**src/rtl/lsu_rmw_pkg.sv**
```systemverilog
// -----------------------------------------------------------------------------
// lsu_rmw_pkg
// Shared definitions for the load/store unit: FSM state encoding, RISC-V
// funct3 width codes and the request fault classifier used at accept time.
// -----------------------------------------------------------------------------
package lsu_rmw_pkg;

    typedef enum logic [1:0] {
        IDLE  = 2'd0,
        READ  = 2'd1,
        WRITE = 2'd2,
        RESP  = 2'd3
    } lsu_state_e;

    localparam logic [2:0] F3_B  = 3'b000;
    localparam logic [2:0] F3_H  = 3'b001;
    localparam logic [2:0] F3_W  = 3'b010;
    localparam logic [2:0] F3_BU = 3'b100;
    localparam logic [2:0] F3_HU = 3'b101;

    // A request faults when its funct3 is not a legal width for its
    // direction, or when the address is not naturally aligned to the width.
    function automatic logic req_fault(input logic       we,
                                       input logic [2:0] f3,
                                       input logic [1:0] lo);
        logic illegal;
        logic misaligned;
        illegal    = (f3 == 3'b011) || (f3 == 3'b110) || (f3 == 3'b111) ||
                     (we && f3[2]);
        misaligned = ((f3[1:0] == 2'b01) && lo[0]) ||
                     ((f3[1:0] == 2'b10) && (lo != 2'b00));
        return illegal || misaligned;
    endfunction

endpackage

```
**src/rtl/lsu_rmw_if.sv**
```systemverilog
// -----------------------------------------------------------------------------
// lsu_rmw_if
// Core-side request/response bundle of the load/store unit.
//   req_valid/req_ready : request handshake (accept on valid && ready)
//   req_we, req_funct3  : direction and access width
//   req_addr, req_wdata : byte address and right-aligned store data
//   resp_valid          : one-cycle completion pulse
//   resp_rdata          : extended load data (0 for stores and faults)
//   resp_fault          : misaligned or illegal request
// master = core side, slave = load/store unit side.
// -----------------------------------------------------------------------------
interface lsu_rmw_if #(
    parameter int ADDR_W = 32
) ();
    logic              req_valid;
    logic              req_ready;
    logic              req_we;
    logic [2:0]        req_funct3;
    logic [ADDR_W-1:0] req_addr;
    logic [31:0]       req_wdata;
    logic              resp_valid;
    logic [31:0]       resp_rdata;
    logic              resp_fault;

    modport master (
        output req_valid, req_we, req_funct3, req_addr, req_wdata,
        input  req_ready, resp_valid, resp_rdata, resp_fault
    );

    modport slave (
        input  req_valid, req_we, req_funct3, req_addr, req_wdata,
        output req_ready, resp_valid, resp_rdata, resp_fault
    );
endinterface

```
**src/rtl/lsu_load_align.sv**
```systemverilog
// -----------------------------------------------------------------------------
// lsu_load_align
// Combinational lane select and sign/zero extension of a loaded word.
//   word_i   : 32-bit word read from memory
//   lane_i   : byte offset within the word (addr[1:0]), little-endian
//   funct3_i : load width code (LB/LH/LW/LBU/LHU)
//   data_o   : extended load result
// -----------------------------------------------------------------------------
module lsu_load_align
    import lsu_rmw_pkg::*;
(
    input  logic [31:0] word_i,
    input  logic [1:0]  lane_i,
    input  logic [2:0]  funct3_i,
    output logic [31:0] data_o
);
    logic [7:0]  byte_sel;
    logic [15:0] half_sel;

    always_comb begin
        byte_sel = word_i[{lane_i, 3'b000} +: 8];
        half_sel = lane_i[1] ? word_i[31:16] : word_i[15:0];
        case (funct3_i)
            F3_B:    data_o = {{24{byte_sel[7]}}, byte_sel};
            F3_BU:   data_o = {24'h0, byte_sel};
            F3_H:    data_o = {{16{half_sel[15]}}, half_sel};
            F3_HU:   data_o = {16'h0, half_sel};
            default: data_o = word_i;
        endcase
    end
endmodule

```
**src/rtl/lsu_rmw.sv**
```systemverilog
// -----------------------------------------------------------------------------
// lsu_rmw
// Load/store unit in front of a word-wide data memory with a combinational
// read port. Byte and halfword stores are done as read-modify-write.
//   clk, rst   : clock and synchronous active-high reset
//   bus        : core request/response bundle (lsu_rmw_if.slave)
//   mem_WE     : word write enable, only in WRITE and never during reset
//   mem_A      : word-aligned address latched at accept
//   mem_WD     : write word (store data or merged word)
//   mem_RD     : read word, combinational on mem_A
// Sequences: load IDLE->READ->RESP, SW IDLE->WRITE->RESP,
//            SB/SH IDLE->READ->WRITE->RESP, fault IDLE->RESP.
// -----------------------------------------------------------------------------
module lsu_rmw
    import lsu_rmw_pkg::*;
#(
    parameter int ADDR_W = 32
) (
    input  logic              clk,
    input  logic              rst,
    lsu_rmw_if.slave          bus,
    output logic              mem_WE,
    output logic [ADDR_W-1:0] mem_A,
    output logic [31:0]       mem_WD,
    input  logic [31:0]       mem_RD
);
    lsu_state_e        state_q, state_d;
    logic              we_q, we_d;
    logic [2:0]        f3_q, f3_d;
    logic [1:0]        lane_q, lane_d;
    logic [31:0]       wdata_q, wdata_d;
    logic [ADDR_W-1:0] mem_a_q, mem_a_d;
    logic [31:0]       word_q, word_d;
    logic              resp_valid_q, resp_valid_d;
    logic [31:0]       resp_rdata_q, resp_rdata_d;
    logic              resp_fault_q, resp_fault_d;

    logic [31:0]       load_data;
    logic [31:0]       merged;

    lsu_load_align u_align (
        .word_i   (mem_RD),
        .lane_i   (lane_q),
        .funct3_i (f3_q),
        .data_o   (load_data)
    );

    // Byte/halfword merge into the captured word; a full-word store
    // simply passes the store data through.
    always_comb begin
        merged = word_q;
        case (f3_q)
            F3_B:    merged[{lane_q, 3'b000} +: 8]  = wdata_q[7:0];
            F3_H:    merged[{lane_q[1], 4'b0000} +: 16] = wdata_q[15:0];
            default: merged = wdata_q;
        endcase
    end

    always_comb begin
        state_d      = state_q;
        we_d         = we_q;
        f3_d         = f3_q;
        lane_d       = lane_q;
        wdata_d      = wdata_q;
        mem_a_d      = mem_a_q;
        word_d       = word_q;
        // Response outputs are only ever set on the transition into RESP,
        // so they read as zero in every other state.
        resp_valid_d = 1'b0;
        resp_rdata_d = 32'h0;
        resp_fault_d = 1'b0;
        case (state_q)
            IDLE: begin
                if (bus.req_valid) begin
                    we_d    = bus.req_we;
                    f3_d    = bus.req_funct3;
                    lane_d  = bus.req_addr[1:0];
                    wdata_d = bus.req_wdata;
                    mem_a_d = {bus.req_addr[ADDR_W-1:2], 2'b00};
                    if (req_fault(bus.req_we, bus.req_funct3, bus.req_addr[1:0])) begin
                        state_d      = RESP;
                        resp_valid_d = 1'b1;
                        resp_fault_d = 1'b1;
                    end else if (bus.req_we && (bus.req_funct3 == F3_W)) begin
                        state_d = WRITE;
                    end else begin
                        state_d = READ;
                    end
                end
            end
            READ: begin
                word_d = mem_RD;
                if (we_q) begin
                    state_d = WRITE;
                end else begin
                    state_d      = RESP;
                    resp_valid_d = 1'b1;
                    resp_rdata_d = load_data;
                end
            end
            WRITE: begin
                state_d      = RESP;
                resp_valid_d = 1'b1;
            end
            default: begin
                state_d = IDLE;
            end
        endcase
    end

    always_ff @(posedge clk) begin
        if (rst) begin
            state_q      <= IDLE;
            we_q         <= 1'b0;
            f3_q         <= 3'b000;
            lane_q       <= 2'b00;
            wdata_q      <= 32'h0;
            mem_a_q      <= '0;
            word_q       <= 32'h0;
            resp_valid_q <= 1'b0;
            resp_rdata_q <= 32'h0;
            resp_fault_q <= 1'b0;
        end else begin
            state_q      <= state_d;
            we_q         <= we_d;
            f3_q         <= f3_d;
            lane_q       <= lane_d;
            wdata_q      <= wdata_d;
            mem_a_q      <= mem_a_d;
            word_q       <= word_d;
            resp_valid_q <= resp_valid_d;
            resp_rdata_q <= resp_rdata_d;
            resp_fault_q <= resp_fault_d;
        end
    end

    // The write enable is gated by rst directly so that a reset arriving
    // while in WRITE kills the write in that same cycle.
    assign mem_WE         = (state_q == WRITE) && !rst;
    assign mem_A          = mem_a_q;
    assign mem_WD         = merged;
    assign bus.req_ready  = (state_q == IDLE);
    assign bus.resp_valid = resp_valid_q;
    assign bus.resp_rdata = resp_rdata_q;
    assign bus.resp_fault = resp_fault_q;
endmodule

```
**src/flat_wrapper.sv**
```systemverilog
// flat-port wrapper written by rule: the top's interface ports become plain ports
module lsu_rmw_flat import lsu_rmw_pkg::*;
#(
    parameter int ADDR_W = 32
)
  (clk, rst, mem_WE, mem_A, mem_WD, mem_RD, bus_req_valid, bus_req_we, bus_req_funct3, bus_req_addr, bus_req_wdata, bus_req_ready, bus_resp_valid, bus_resp_rdata, bus_resp_fault);
  lsu_rmw_if #(.ADDR_W(ADDR_W)) bus_i ();
  input  logic clk;
  input  logic rst;
  output logic mem_WE;
  output logic [ADDR_W-1:0] mem_A;
  output logic [31:0] mem_WD;
  input  logic [31:0] mem_RD;
  input wire logic [$bits(bus_i.req_valid)-1:0] bus_req_valid;
  input wire logic [$bits(bus_i.req_we)-1:0] bus_req_we;
  input wire logic [$bits(bus_i.req_funct3)-1:0] bus_req_funct3;
  input wire logic [$bits(bus_i.req_addr)-1:0] bus_req_addr;
  input wire logic [$bits(bus_i.req_wdata)-1:0] bus_req_wdata;
  output wire logic [$bits(bus_i.req_ready)-1:0] bus_req_ready;
  output wire logic [$bits(bus_i.resp_valid)-1:0] bus_resp_valid;
  output wire logic [$bits(bus_i.resp_rdata)-1:0] bus_resp_rdata;
  output wire logic [$bits(bus_i.resp_fault)-1:0] bus_resp_fault;
  assign bus_i.req_valid = bus_req_valid;
  assign bus_i.req_we = bus_req_we;
  assign bus_i.req_funct3 = bus_req_funct3;
  assign bus_i.req_addr = bus_req_addr;
  assign bus_i.req_wdata = bus_req_wdata;
  assign bus_req_ready = bus_i.req_ready;
  assign bus_resp_valid = bus_i.resp_valid;
  assign bus_resp_rdata = bus_i.resp_rdata;
  assign bus_resp_fault = bus_i.resp_fault;
  lsu_rmw #(.ADDR_W(ADDR_W)) u_core (.clk(clk), .rst(rst), .bus(bus_i), .mem_WE(mem_WE), .mem_A(mem_A), .mem_WD(mem_WD), .mem_RD(mem_RD));
endmodule
```
**config.mk**
```make
export PLATFORM = sky130hd
export DESIGN_NAME = lsu_rmw_flat
export DESIGN_NICKNAME = d
export VERILOG_FILES = /design/src/rtl/lsu_rmw_pkg.sv /design/src/rtl/lsu_rmw_if.sv /design/src/rtl/lsu_load_align.sv /design/src/rtl/lsu_rmw.sv /design/src/flat_wrapper.sv
export SDC_FILE = /design/constraint.sdc
export NUM_CORES = 1
export LEC_CHECK = 0
export ABC_AREA = 1
export CORE_UTILIZATION = 47
export DETAILED_ROUTE_END_ITERATION = 10
export GPL_TIMING_DRIVEN = 0
export HOLD_SLACK_MARGIN = 0.05
export PLACE_DENSITY = 0.8
export SYNTH_ARGS = -nofsm -noshare
export SYNTH_HDL_FRONTEND = slang
export SYNTH_SLANG_ARGS = --single-unit
```
**constraint.sdc**
```tcl
create_clock -name clk -period 3.6 [get_ports clk]
set_clock_uncertainty 0.2 [all_clocks]
set_input_delay 0.54 -clock clk [delete_from_list [all_inputs] [get_ports clk]]
set_output_delay 0.54 -clock clk [all_outputs]
set_load 0.05 [all_outputs]
```
==> flow_summary.json, run 1 <==
{
  "synth-seq-cells": 136,
  "irDropWorstVdd_mv": 0.491,
  "worst_slack_ps": 89.4,
  "post-place-ws_ps": -686,
  "path_max_fanout": 12,
  "dr.pass1.iters": 5,
  "final_nets": 1225,
  "critical_path_buf_inv_count": 4,
  "grt_pass1_wl_mm": 33.4,
  "seq_area_frac_synth_pct": 42.8,
  "pwr-share-comb_pct": 49.3,
  "status": "finished, final reports clean",
  "tritoncts": "done",
  "vias_per_cell": 5.43,
  "slew_violations": 0,
  "internal_power_w": 0.00380,
  "netlist_instances": 895,
  "area_delta_synth_final_pct": 43.6,
  "required_ps": 2860,
  "reg2reg_slack_ps": 1180,
  "syn_area_mm2": 0.00636,
  "cts_buffers": 17,
  "postCtsHoldBufs": 0,
  "finalHoldViolations": 0,
  "grt_pass1_vias": 6529,
  "drv_cap": 0,
  "post-route-util_pct": 69.0,
  "syn_area_per_cell_um2": 7.11,
  "p_leak_nw": 3.62,
  "pwr-share-seq_pct": 28.5,
  "worstPathArrival_ps": 2770,
  "path_delay_family": "buffers and inverters",
  "relSlewSlack_pct": 54.0,
  "power_density_mw_per_mm2": 774,
  "synth_warnings": 0,
  "io_pins": 203,
  "cts-htree-levels": 4,
  "route.detailed.drc": 0,
  "overflow": 0,
  "p_sw_w": 0.00328,
  "final_cell_area_mm2": 0.00914,
  "drive_above_1_share_pct": 9.51,
  "portBuffers": 199,
  "grt_max_degree": 17,
  "cts.sinks": 136,
  "core_mm2": 0.0132,
  "dieArea_mm2": 0.0140,
  "totalWireLength_mm": 21.3,
  "hold_class": "flop to flop",
  "insertion_delay_ps": 420,
  "final_cell_mix": "290 x nand2_1, 167 x clkdlybuf4s50_1, 135 x dfxtp_1",
  "critPathLaunchType": "flop",
  "dp_hpwl_mm": 16.1,
  "max_stage_delay_ps": 380,
  "antenna_found_initial": 0,
  "switching_share_pct": 46.3,
  "crit_chain": "inv_1, buf_4, ha_2, clkbuf_2, o21ai_4, nand3_1, nand2_1, clkdlybuf4s15_2",
  "grt_usage_pct": 30.7,
  "num_rows": 42,
  "place_area_mm2": 0.00858,
  "pwr-share-clk_pct": 22.3,
  "cts_resized": 128,
  "synth.distinct_cells": 34,
  "vias": 7063,
  "gp_congestion": 0.948,
  "worst_setup_path_end_kind": "output port",
  "layout_commonest_cell": "nand2_1",
  "die_width_um": 118,
  "cts_root_buffer": "clkbuf_16",
  "drt-wirelength-per-cell_um": 16.4,
  "setup_viol": 0,
  "timing.final.crit_share_pct": 97.5,
  "die_y_um": 118,
  "tightest_slew_ps": 682,
  "cpMaxStageDelayCell": "clkdlybuf4s15_2",
  "critPathKind": "flop to output port",
  "antennaDiodeCount": 0,
  "min_period_ps": 3510,
  "clk_transition_reported_paths_ps": 60,
  "ant_nets": 0,
  "fmax_ghz": 0.285,
  "start_util_pct": 48.0,
  "post-cts-setup-buffers": 0,
  "drt_iter0_drc": 640,
  "clockBufferDepth": 2
}
==> flip-flops by register name, summed over array words and instances, names as in the netlist <==
register               cells
u_core.bus.resp_rdata     32
u_core.wdata_q            32
u_core.word_q             32
u_core.mem_A              30
u_core.f3_q                3
u_core.lane_q              2
u_core.state_q             2
u_core.bus.resp_fault      1
u_core.bus.resp_valid      1
u_core.we_q                1
==> worst min-delay path: cells and delay by family, from the launching register on <==
family	cells	cell delay [ps]
flip-flops	1	300
AND/OR/NAND/NOR	1	60
AO/OA/AOI/OAI	1	50
==> power groups by stage <==
| stage | registers [W] | clock network (W) | logic (W) |
|---|---|---|---|
| 2_1_floorplan | 0.00235 | 0 | 0.00200 |
| 4_1_cts | 0.00200 | 0.00158 | 0.00346 |
| 3_3_place_gp | 0.00203 | 0 | 0.00343 |
| 3_5_place_dp | 0.00203 | 0 | 0.00347 |
| 5_1_grt | 0.00204 | 0.00165 | 0.00374 |
| 6_report | 0.00201 | 0.00158 | 0.00348 |
==> cell families (layout without fill, tap and decap cells) <==
family / Yosys count / after routing / share of synthesized area, %
buffers and inverters: 119 / 348 / 7.73
AO/OA/AOI/OAI: 229 / 229 / 21.0
AND/OR/NAND/NOR: 401 / 401 / 26.6
adder cells (fa/ha/maj): 9 / 9 / 1.77
flip-flops: 136 / 136 / 42.8
other: 1 / 2 / 0.0590
==> layout make-up <==
type	count	area (µm²)
plain buffers	63	292
clock buffers	22	444
clock inverters	9	78.8
fillers	1158	4110
inverters	55	206
multi-input cells	641	3170
flip-flops and latches	136	2720
well taps	176	220
repair buffers	199	2000
==> cells in the mapped netlist (all sizes together) <==
cell type  count  share of area [%]
a211oi        19                2.2
a21oi        119                9.4
a22oi         14                1.7
a31oi          8               0.79
buf           24                2.1
clkbuf        40                2.4
clkinv         2               0.12
conb           1              0.059
dfxtp        136                 43
ha             9                1.8
inv           53                3.1
nand2        292                 17
nand3         43                4.2
nand4         10               0.98
nor2          52                3.7
nor3           3               0.31
o211ai        14                1.7
o21ai         37                3.0
o311ai         8                1.1
o31ai         10                1.2
or2            1              0.098
==> per-stage QoR <==
| stage | setup TNS, ps | instances | hold WS [ps] | total power (W) |
|---|---|---|---|---|
| finish | 0 | 1301 | 262 | 0.00707 |
| global placement | -14230 | 1271 | 251 | 0.00546 |
| global route | -1.29 | 1301 | 279 | 0.00743 |
| CTS | 0 | 1301 | 264 | 0.00705 |
| floorplan | 0 | 896 | 241 | 0.00435 |
| detailed placement | -14160 | 1271 | 257 | 0.00550 |
==> metal layers <==
layer	wire [µm]	up-vias	GRT usage (%)
met4	357	0	10.1
met1	8760	3274	38.4
li1	-	3417	-
met2	10200	342	50.8
met5	0	-	0
met3	2000	30	8.45
==> path summary, 6_finish.rpt <==
kind | start | end | depth (start not counted)
worst max register to register | u_core.state_q[1] | u_core.wdata_q[1] | 8
worst min-delay path | u_core.mem_A[4] | u_core.mem_A[4] | 2
worst min register to register | u_core.mem_A[4] | u_core.mem_A[4] | 2
worst max-delay path | u_core.lane_q[0] | mem_WD[7] | 8
Note: power is estimated with default switching activity, not from simulation.
==> run 2, diff against run 1 <==
CTS_BUF_LIST = sky130_fd_sc_hd__clkbuf_16   (was default)
==> flow_summary.json, run 2 (same netlist as run 1, synthesis figures left out) <==
{
  "start_util_pct": 48.0,
  "io_pins": 203,
  "dpl.cell_count": 1271,
  "min_from": "u_core.mem_A[4]",
  "fmax_ghz": 0.285,
  "dr.pass1.iters": 6,
  "gp_congestion": 0.948,
  "worstReg2RegStart": "u_core.state_q[1]",
  "slew_violations": 0,
  "totalWireLength_mm": 21.3,
  "relSlewSlack_pct": 52.9,
  "dieArea_mm2": 0.0140,
  "die_y_um": 118,
  "hold_class": "flop to flop",
  "post-cts-setup-buffers": 0,
  "min_period_ps": 3510,
  "num_rows": 42,
  "portBuffers": 199,
  "required_ps": 2860,
  "tightest_slew_ps": 699,
  "grt_pass1_vias": 6529,
  "status": "finished, final reports clean",
  "final_nets": 1225,
  "instances_no_fill": 1301,
  "timing.final.crit_share_pct": 97.6,
  "core_mm2": 0.0132,
  "cts_root_buffer": "clkbuf_16",
  "overflow": 0,
  "layout_commonest_cell": "nand2_1",
  "setup_viol": 0,
  "antenna_found_initial": 0,
  "power_density_mw_per_mm2": 772,
  "grt_max_degree": 17,
  "critPathLaunchType": "flop",
  "cts.sinks": 136,
  "vias_per_cell": 5.45,
  "drv_cap": 0,
  "dp_hpwl_mm": 16.1,
  "ant_nets": 0,
  "fillCellCount": 1158,
  "insertion_delay_ps": 420,
  "grt_usage_pct": 30.7,
  "irDropWorstVdd_mv": 0.491,
  "cts_buffers": 17,
  "drt-wirelength-per-cell_um": 16.4,
  "worstPathArrival_ps": 2770,
  "worst_setup_path_end_kind": "output port",
  "critPathLaunch": "u_core.lane_q[0]",
  "vias": 7089,
  "final_cell_mix": "290 x nand2_1, 167 x clkdlybuf4s50_1, 135 x dfxtp_1",
  "tritoncts": "done",
  "die_width_um": 118,
  "p_leak_nw": 3.64,
  "finalHoldViolations": 0,
  "antennaDiodeCount": 0,
  "clk_transition_reported_paths_ps": 60,
  "finalHoldWorstSlack_ps": 262,
  "critPathKind": "flop to output port",
  "area_delta_synth_final_pct": 43.6,
  "postCtsHoldBufs": 0,
  "cts-htree-levels": 4,
  "path_max_fanout": 12,
  "clockBufferDepth": 2,
  "reg2reg_slack_ps": 1190,
  "grt_pass1_wl_mm": 33.4,
  "drive_above_1_share_pct": 9.51,
  "route.detailed.drc": 0,
  "report.power.total_w": 0.00706,
  "drt_iter0_drc": 664
}
[run 2: repair_timing]
item	in CTS	in global routing
endpoints found under the hold margin	0	0
cloned	0	0
setup endpoints to repair	32	26
gates resized for setup	128	10
[run 2: critical path, cell delays in order (launching register included)]
cell and delay (ps):
dfxtp_2 370, inv_1 190, buf_4 270, ha_2 360
clkbuf_2 220, o21ai_4 290, nand3_1 120, nand2_1 130
clkdlybuf4s15_2 380
[run 2: path summary, 6_finish.rpt]
check                           cells after the start           endpoint
worst min-delay path                                2    u_core.mem_A[4]
worst min register to register                      2    u_core.mem_A[4]
worst max register to register                      8  u_core.wdata_q[1]
worst max-delay path                                8          mem_WD[7]
[run 2: metrics by stage]
step / setup TNS (ps) / cell area (µm²) / util (%) / setup slack [ps]
3_3_place_gp: -14230 / 8580 / 64.8 / -679
2_1_floorplan: 0 / 6370 / - / 161
5_1_grt: -1.46 / 9140 / 69.0 / -0.943
6_report: 0 / 9140 / 69.0 / 86.6
4_1_cts: 0 / 9140 / 69.0 / 38.8
3_5_place_dp: -14160 / 8580 / 64.8 / -686
[run 2: layer usage]
| metal | vias to the layer above | share of wire, % | wire (µm) | global-route usage (%) |
|---|---|---|---|---|
| met4 | 0 | 1.7 | 359 | 10.1 |
| met2 | 352 | 48 | 10300 | 50.8 |
| li1 | 3421 | - | - | - |
| met3 | 30 | 9.6 | 2050 | 8.45 |
| met1 | 3286 | 41 | 8670 | 38.4 |
| met5 | - | 0 | 0 | 0 |
[run 2: layout make-up]
class                           count  area [µm²]  share of cell area [%]
Multi-Input combinational cell    641        3170                    34.7
Tap cell                          176         220                    2.41
Clock inverter                     14        97.6                    1.07
Clock buffer                       17         425                    4.66
Buffer                             63         292                    3.19
Inverter                           55         206                    2.26
Sequential cell                   136        2720                    29.8
Timing Repair Buffer              199        2000                    21.9
[run 2: power breakdown]
group          internal (W)  switching, W  total, W
logic               0.00106       0.00243   0.00348
registers           0.00180      0.000211   0.00201
clock network      0.000923      0.000638   0.00156
total               0.00378       0.00327   0.00706
